**config.mk**
```make
export PLATFORM = sky130hd
export DESIGN_NAME = rab_arb_fsm
export DESIGN_NICKNAME = d
export VERILOG_FILES = /design/src/rtl/rab_arb_fsm.sv
export SDC_FILE = /design/constraint.sdc
export NUM_CORES = 1
export LEC_CHECK = 0
export CAP_MARGIN = 20
export CELL_PAD_IN_SITES_DETAIL_PLACEMENT = 0
export CELL_PAD_IN_SITES_GLOBAL_PLACEMENT = 2
export CORE_UTILIZATION = 25
export DETAILED_ROUTE_END_ITERATION = 6
export PLACE_DENSITY = 0.9
export SLEW_MARGIN = 20
export SYNTH_ARGS = -nofsm -noshare
export SYNTH_HDL_FRONTEND = slang
export SYNTH_SLANG_ARGS = --single-unit
```
**constraint.sdc**
```tcl
create_clock -name Clk_CI -period 2.1 [get_ports Clk_CI]
set_clock_uncertainty 0.15 [all_clocks]
set_input_delay 0.42 -clock Clk_CI [delete_from_list [all_inputs] [get_ports Clk_CI]]
set_output_delay 0.42 -clock Clk_CI [all_outputs]
set_load 0.02 [all_outputs]
```
**src/rtl/rab_arb_fsm.sv**
```systemverilog
// Round-robin arbiter that lets one slave port at a time use the shared RAB lookup,
// registers the lookup result as per-port pulses and waits for the port to forward it.
//
// state   | meaning
// --------+-----------------------------------------------------------------
// S_READY | idle; grants the next requesting port in round-robin order
// S_WAIT  | result issued; waiting for sent[gnt_reg] or the WAIT timeout

module rab_arb_fsm #(
    parameter  int AXI_ADDR_WIDTH = 40,
    parameter  int NUM_PORTS      = 4,
    parameter  int TIMEOUT        = 255,
    localparam int IDX_W          = (NUM_PORTS > 1) ? $clog2(NUM_PORTS) : 1,
    localparam int CNT_W          = (TIMEOUT > 1) ? $clog2(TIMEOUT + 1) : 1
) (
    input  logic                      Clk_CI,
    input  logic                      Rst_RBI,
    input  logic [NUM_PORTS-1:0]      addr_valid,
    input  logic [NUM_PORTS-1:0]      sent,
    input  logic                      no_hit,
    input  logic                      multiple_hit,
    input  logic                      no_prot,
    input  logic                      prefetch,
    input  logic                      cache_coherent,
    input  logic [AXI_ADDR_WIDTH-1:0] out_addr,
    output logic [IDX_W-1:0]          gnt_idx,
    output logic [NUM_PORTS-1:0]      accept,
    output logic [NUM_PORTS-1:0]      drop,
    output logic [NUM_PORTS-1:0]      miss,
    output logic [AXI_ADDR_WIDTH-1:0] out_addr_reg,
    output logic                      cache_coherent_reg,
    output logic                      int_miss,
    output logic                      int_multi,
    output logic                      int_prot,
    output logic                      int_prefetch,
    output logic                      int_timeout,
    output logic                      busy
);

    typedef enum logic {
        S_READY = 1'b0,
        S_WAIT  = 1'b1
    } state_t;

    state_t           state;
    logic [IDX_W-1:0] rr_ptr;
    logic [IDX_W-1:0] gnt_reg;
    logic [IDX_W-1:0] rr_next;
    logic [CNT_W-1:0] wait_cnt;
    logic             err;
    logic             any_req;

    // Scan from the highest offset down so the port closest to rr_ptr wins.
    always_comb begin
        int sum;
        gnt_idx = rr_ptr;
        sum     = 0;
        for (int k = NUM_PORTS - 1; k >= 0; k--) begin
            sum = int'(rr_ptr) + k;
            if (sum >= NUM_PORTS) begin
                sum = sum - NUM_PORTS;
            end
            if (addr_valid[IDX_W'(sum)]) begin
                gnt_idx = IDX_W'(sum);
            end
        end
    end

    always_comb begin
        if (gnt_idx == IDX_W'(NUM_PORTS - 1)) begin
            rr_next = '0;
        end else begin
            rr_next = gnt_idx + IDX_W'(1);
        end
    end

    assign err     = no_hit | multiple_hit | ~no_prot | prefetch;
    assign any_req = |addr_valid;
    assign busy    = (state == S_WAIT);

    always_ff @(posedge Clk_CI or negedge Rst_RBI) begin
        if (!Rst_RBI) begin
            state              <= S_READY;
            rr_ptr             <= '0;
            gnt_reg            <= '0;
            wait_cnt           <= '0;
            accept             <= '0;
            drop               <= '0;
            miss               <= '0;
            out_addr_reg       <= '0;
            cache_coherent_reg <= 1'b0;
            int_miss           <= 1'b0;
            int_multi          <= 1'b0;
            int_prot           <= 1'b0;
            int_prefetch       <= 1'b0;
            int_timeout        <= 1'b0;
        end else begin
            accept       <= '0;
            drop         <= '0;
            miss         <= '0;
            int_miss     <= 1'b0;
            int_multi    <= 1'b0;
            int_prot     <= 1'b0;
            int_prefetch <= 1'b0;
            int_timeout  <= 1'b0;

            case (state)
                S_READY: begin
                    if (any_req) begin
                        state              <= S_WAIT;
                        gnt_reg            <= gnt_idx;
                        rr_ptr             <= rr_next;
                        wait_cnt           <= '0;
                        accept[gnt_idx]    <= ~err;
                        drop[gnt_idx]      <= err;
                        miss[gnt_idx]      <= no_hit;
                        int_miss           <= no_hit;
                        int_multi          <= multiple_hit;
                        int_prot           <= ~no_prot;
                        int_prefetch       <= ~no_hit & prefetch;
                        out_addr_reg       <= out_addr;
                        cache_coherent_reg <= cache_coherent;
                    end
                end

                S_WAIT: begin
                    // A completing sent wins over the timeout in the same cycle.
                    if (sent[gnt_reg]) begin
                        state    <= S_READY;
                        wait_cnt <= '0;
                    end else if (wait_cnt == CNT_W'(TIMEOUT - 1)) begin
                        state       <= S_READY;
                        wait_cnt    <= '0;
                        int_timeout <= 1'b1;
                    end else begin
                        wait_cnt <= wait_cnt + CNT_W'(1);
                    end
                end

                default: begin
                    state <= S_READY;
                end
            endcase
        end
    end

endmodule

```
==> results of run 1 <==
## routing by layer
metal | vias up | share of wire, % | wire length [µm] | GRT usage (%)
met3 | 6 | 6.7 | 516 | 5.159
met5 | - | 0 | 0 | 0
met4 | 0 | 0.95 | 73 | 2.844
met1 | 1206 | 44 | 3382 | 16.31
met2 | 75 | 49 | 3741 | 22.19
li1 | 1246 | - | - | -
## area by class of cell
type	instances	area [µm²]	area share, %
Sequential cell	71	1780	37.00
Multi-Input combinational cell	213	1136	23.61
Tap cell	143	178.9	3.718
Timing Repair Buffer	137	1369	28.45
Inverter	6	22.52	0.4680
Clock inverter	3	65.06	1.352
Clock buffer	13	260.3	5.408
## power breakdown
part	switching, µW	internal (µW)	total (µW)
logic	1650	1520	3170
clock network	543	1100	1650
registers	339	1900	2240
total	2530	4520	7050
## stage by stage
| step | instance area [µm²] | cells | hold slack, ns |
|---|---|---|---|
| after floorplan | 2942 | 301 | -0.02559 |
| after global placement | 4434 | 568 | 0.2634 |
| after detailed placement | 4434 | 568 | 0.2602 |
| after CTS | 4801 | 586 | 0.3279 |
| after global routing | 4812 | 586 | 0.3464 |
| final | 4812 | 586 | 0.3227 |
## cell families (layout without fill, tap and decap cells)
family          count (synthesis)  count (layout)  synth area share (%)
simple gates                  183             183                 27.73
compound gates                 19              19                 4.849
flops                          71              71                 60.40
mux                             4               4                 1.616
fa+ha+maj                       6               6                 2.552
xor+xnor                        1               1                0.2978
buf+inv                        17             159                 2.552
## path summary, 6_finish.rpt
path	startpoint	slack (ns)	cells after the start	to
max	rr_ptr[1]$_DFFE_PN0P_	0.09	4	gnt_idx[1]
min	cache_coherent_reg$_DFFE_PN0P_	0.32	2	cache_coherent_reg$_DFFE_PN0P_
max reg2reg	rr_ptr[1]$_DFFE_PN0P_	0.34	8	accept[1]$_DFF_PN0_
min reg2reg	cache_coherent_reg$_DFFE_PN0P_	0.32	2	cache_coherent_reg$_DFFE_PN0P_
max in group asynchronous	Rst_RBI	0.77	3	out_addr_reg[12]$_DFFE_PN0P_
min in group asynchronous	Rst_RBI	0.47	2	wait_cnt[2]$_DFFE_PN0P_
## cell usage in the layout, fill, tap and decap left out, types with 3 or more instances in the layout
cell type / count
buf_4: 19
clkdlybuf4s50_1: 108
buf_12: 5
nand3_1: 3
nand2_1: 140
o21ai_0: 5
clkbuf_16: 9
dlygate4sd2_1: 4
inv_1: 5
dfrtp_2: 3
ha_1: 6
and2_1: 6
dfrtp_1: 68
and3_1: 8
nor3b_1: 3
## critical path: stages, from the launching register on
cell and delay [ns]:
dfrtp_2 0.43, nor3b_2 0.18, a211oi_2 0.25, a2bb2oi_2 0.10, buf_4 0.16
## timing repair
item	4_1_cts	5_1_grt
gates resized for setup	23	5
pin swaps	3	0
setup endpoints to repair	2	3
hold endpoints to repair	32	0
setup buffers	1	0
hold buffers	1	0
==> results_dict.tcl, run 1 <==
set metrics [dict create \
    die_w_um 110.5 \
    setup_tns_ns 0 \
    pre_cts_ws_ns -0.6628 \
    clock_sinks 71 \
    hold_class "flop to flop" \
    yosysMostFrequentCell "nand2_1" \
    grt_max_degree 40 \
    cts_max_level 3 \
    synth_common_cells "nand2_1 (140), dfrtp_1 (71), and3_1 (8)" \
    powerDensity_nw_per_um2 1465 \
    initial_core_util_pct 25.76 \
    synth_top_area_share_pct 60.40 \
    drtPass1Iterations 6 \
    crit_type "flop to primary output" \
    antenna_cells 0 \
    critical_path.max_fanout 5 \
    cts_buffer_depth 2 \
    finalHoldViolCount 0 \
    synthCells 301 \
    cp.required_ns 1.53 \
    clk_pin_slew_ns 0.06 \
    drt_iter0_markers 97 \
    antenna_found_initial 0 \
    coreArea_um2 11420 \
    nNetsFinal 499 \
    dr_total_vias 2533 \
    routedWlPerCell_um 13.16 \
    final.min_clock_period_ns 2.008 \
    maxCapViolCount 0 \
    synth.distinct_cells 44 \
    total_leakage_power_uw 0.002292 \
    cts-buffers-inserted 9 \
    worstSkewPairLatency_ns 0.32 \
    end_kind "primary output" \
    fin_ws_ns 0.09163 \
    synth_seq_cells 71 \
    detail-route-antenna-nets 0 \
    ys_seq_area_share_pct 60.40 \
    syn-num-nets 362 \
    area_growth_pct 63.59 \
    yosysTopAreaCell "dfrtp_1" \
    drc 0 \
    grt_pass1_vias 2604 \
    cp-start-kind "flop" \
    overflow 0 \
    synth.area.top_cells "dfrtp_1 (60%), nand2_1 (18%), ha_1 (2.6%), and3_1 (1.7%), and2_1 (1.3%)" \
    cts_tree "built" \
    io_pins 116 \
    clockRootBuffer "clkbuf_16" \
    vias_per_cell 4.323 \
    synth_area_um2 2942 \
    relSlewSlack_pct 68.37 \
    status "finished, final reports clean" \
    synthFlopType "dfrtp_1" \
    wirelength_um 7713 \
    finalPower_uw 7052 \
    fill_cells 1138 \
    clock.fmax_mhz 497.9 \
    drive_above_1_share_pct 13.32 \
    max_slew.worst_pin.slew_ns 0.4733 \
    hpwl_um 5554 \
    die_y_um 110.5 \
    cp.arrival_ns 1.44 \
    post-route-util_pct 42.14 \
    syn_area_per_cell_um2 9.773 \
    io_buffers 115 \
    setup_viol 0 \
    async_flop_share_pct 100.0 \
    synth_edf_count 0 \
    gr-usage-all-layers_pct 13.33 \
    drv_slew 0 \
    dieArea_um2 12200 \
    largest_reg_flops 40 \
    finalCritPeriodShare_pct 95.64 \
    place_congestion 0.7923 \
    ir_drop_mv 0.6145 \
    synth_warnings 0 \
    grt_pass1_wl_um 12940 \
    rows 39 \
]
Note: power is estimated with default switching activity, not from simulation.
==> run 2, diff against run 1 <==
Settings changed: MAX_ROUTING_LAYER set to met4.
==> results_dict.tcl, run 2 (synthesis results as in run 1) <==
set metrics [dict create \
    drt_iter0_markers 91 \
    largest_reg_flops 40 \
    post-route-util_pct 42.14 \
    io_buffers 115 \
    hold_class "flop to flop" \
    maxCapViolCount 0 \
    place_congestion 0.8035 \
    io_pins 116 \
    relSlewSlack_pct 68.36 \
    grt_pass1_wl_um 12920 \
    fin_cells 586 \
    routedWlPerCell_um 13.14 \
    overflow 0 \
    worstSkewPairLatency_ns 0.31 \
    cts_max_level 3 \
    gr-usage-all-layers_pct 13.71 \
    coreArea_um2 11420 \
    slowest_stage "dfrtp_2" \
    clock.fmax_mhz 498.1 \
    cp.arrival_ns 1.44 \
    finalHoldViolCount 0 \
    dpl.cell_count 568 \
    cp-start-kind "flop" \
    cp_cell_sequence "nor3b_2 > a211oi_2 > a2bb2oi_2 > buf_4" \
    placed_area_um2 4434 \
    total_leakage_power_uw 0.002292 \
    cp.required_ns 1.53 \
    design_area_um2 4812 \
    grt_pass1_vias 2609 \
    rows 39 \
    drv_slew 0 \
    area_growth_pct 63.59 \
    clock_sinks 71 \
    finalCritPeriodShare_pct 95.60 \
    clockRootBuffer "clkbuf_16" \
    antenna_found_initial 0 \
    slowest_delay_ns 0.43 \
    max_slew.worst_pin.slew_ns 0.4734 \
    hpwl_um 5554 \
    clk_pin_slew_ns 0.06 \
    cts_buffer_depth 2 \
    nNetsFinal 499 \
    die_y_um 110.5 \
    drive_above_1_share_pct 13.32 \
    detail-route-antenna-nets 0 \
    vias_per_cell 4.326 \
    drc 0 \
    layout_commonest_cell "nand2_1" \
    final.min_clock_period_ns 2.008 \
    die_w_um 110.5 \
    antenna_cells 0 \
    powerDensity_nw_per_um2 1466 \
    cts_tree "built" \
    drtPass1Iterations 6 \
    fill_cells 1138 \
    crit_type "flop to primary output" \
    end_kind "primary output" \
    cts-buffers-inserted 9 \
    wirelength_um 7701 \
    grt_max_degree 40 \
    status "finished, final reports clean" \
    critical_path.max_fanout 5 \
    dieArea_um2 12200 \
    setup_viol 0 \
    initial_core_util_pct 25.76 \
    ir_drop_mv 0.6135 \
    dr_total_vias 2535 \
    mostFrequentLayoutCells "nand2_1 (140), clkdlybuf4s50_1 (108), dfrtp_1 (68)" \
]
==> run 2: final timing paths <==
check / to / depth (start not counted) / start / slack (ns)
setup / recovery: gnt_idx[1] / 4 / rr_ptr[1]$_DFFE_PN0P_ / 0.09
setup reg to reg: accept[1]$_DFF_PN0_ / 8 / rr_ptr[1]$_DFFE_PN0P_ / 0.34
hold reg to reg: cache_coherent_reg$_DFFE_PN0P_ / 2 / cache_coherent_reg$_DFFE_PN0P_ / 0.32
max in group asynchronous: out_addr_reg[12]$_DFFE_PN0P_ / 3 / Rst_RBI / 0.77
hold / removal: cache_coherent_reg$_DFFE_PN0P_ / 2 / cache_coherent_reg$_DFFE_PN0P_ / 0.32
min in group asynchronous: wait_cnt[2]$_DFFE_PN0P_ / 2 / Rst_RBI / 0.47
==> run 2: cell type report <==
| cell class | instances | area (µm²) | share of cell area (%) |
|---|---|---|---|
| timing repair buffer | 137 | 1369 | 28.45 |
| clock buffer | 13 | 260.3 | 5.408 |
| inverter | 6 | 22.52 | 0.4680 |
| multi-input combinational | 213 | 1136 | 23.61 |
| tap | 143 | 178.9 | 3.718 |
| clock inverter | 3 | 65.06 | 1.352 |
| sequential | 71 | 1780 | 37.00 |
==> run 2: through the flow <==
step	total power, µW	setup slack [ns]	setup TNS, ns	hold WS, ns
finish	7055	0.09236	0	0.3226
global route	7529	-0.01233	-0.01233	0.3464
CTS	7174	0.03887	0	0.3279
detailed placement	5424	-0.6628	-20.10	0.2602
global placement	5373	-0.5686	-17.69	0.2634
floorplan	3765	0.1252	0	-0.02559
==> run 2: report_power, final <==
| group | switching [µW] | internal [µW] | leakage [µW] | total (µW) |
|---|---|---|---|---|
| Combinational | 1650 | 1520 | 0.00123 | 3170 |
| Clock | 543 | 1100 | 0.000160 | 1650 |
| Sequential | 339 | 1900 | 0.000900 | 2240 |
| Total | 2540 | 4520 | 0.00229 | 7050 |
==> run 2: worst max-delay path: cells and delay by family, from the launching register on <==
| family | cells | cell delay, ns |
|---|---|---|
| DFF | 1 | 0.43 |
| AOI/OAI and AO/OA | 2 | 0.35 |
| and+or+nand+nor | 1 | 0.18 |
| buffers and inverters | 1 | 0.16 |
==> run 2: metal layers <==
| layer | GRT usage (%) | part of all wire, % | vias to the layer above |
|---|---|---|---|
| met3 | 4.555 | 5.8 | 6 |
| met2 | 22.28 | 49 | 78 |
| met5 | - | 0 | - |
| met4 | 2.844 | 0.92 | 0 |
| met1 | 16.59 | 44 | 1203 |
| li1 | - | - | 1248 |
==> run 2: timing repair <==
action | CTS | global route
hold buffers | 1 | 0
buffers inserted | 1 | 0
endpoints found under the setup margin | 2 | 3
resized for setup | 23 | 5
hold endpoints to repair | 32 | 0
pin swaps | 3 | 0
==> run 3, diff against run 2 <==
Settings changed: CAP_MARGIN 20 to 10.
==> results of run 3 <==
The final DEF is identical to that of run 2; final timing and power are the same.
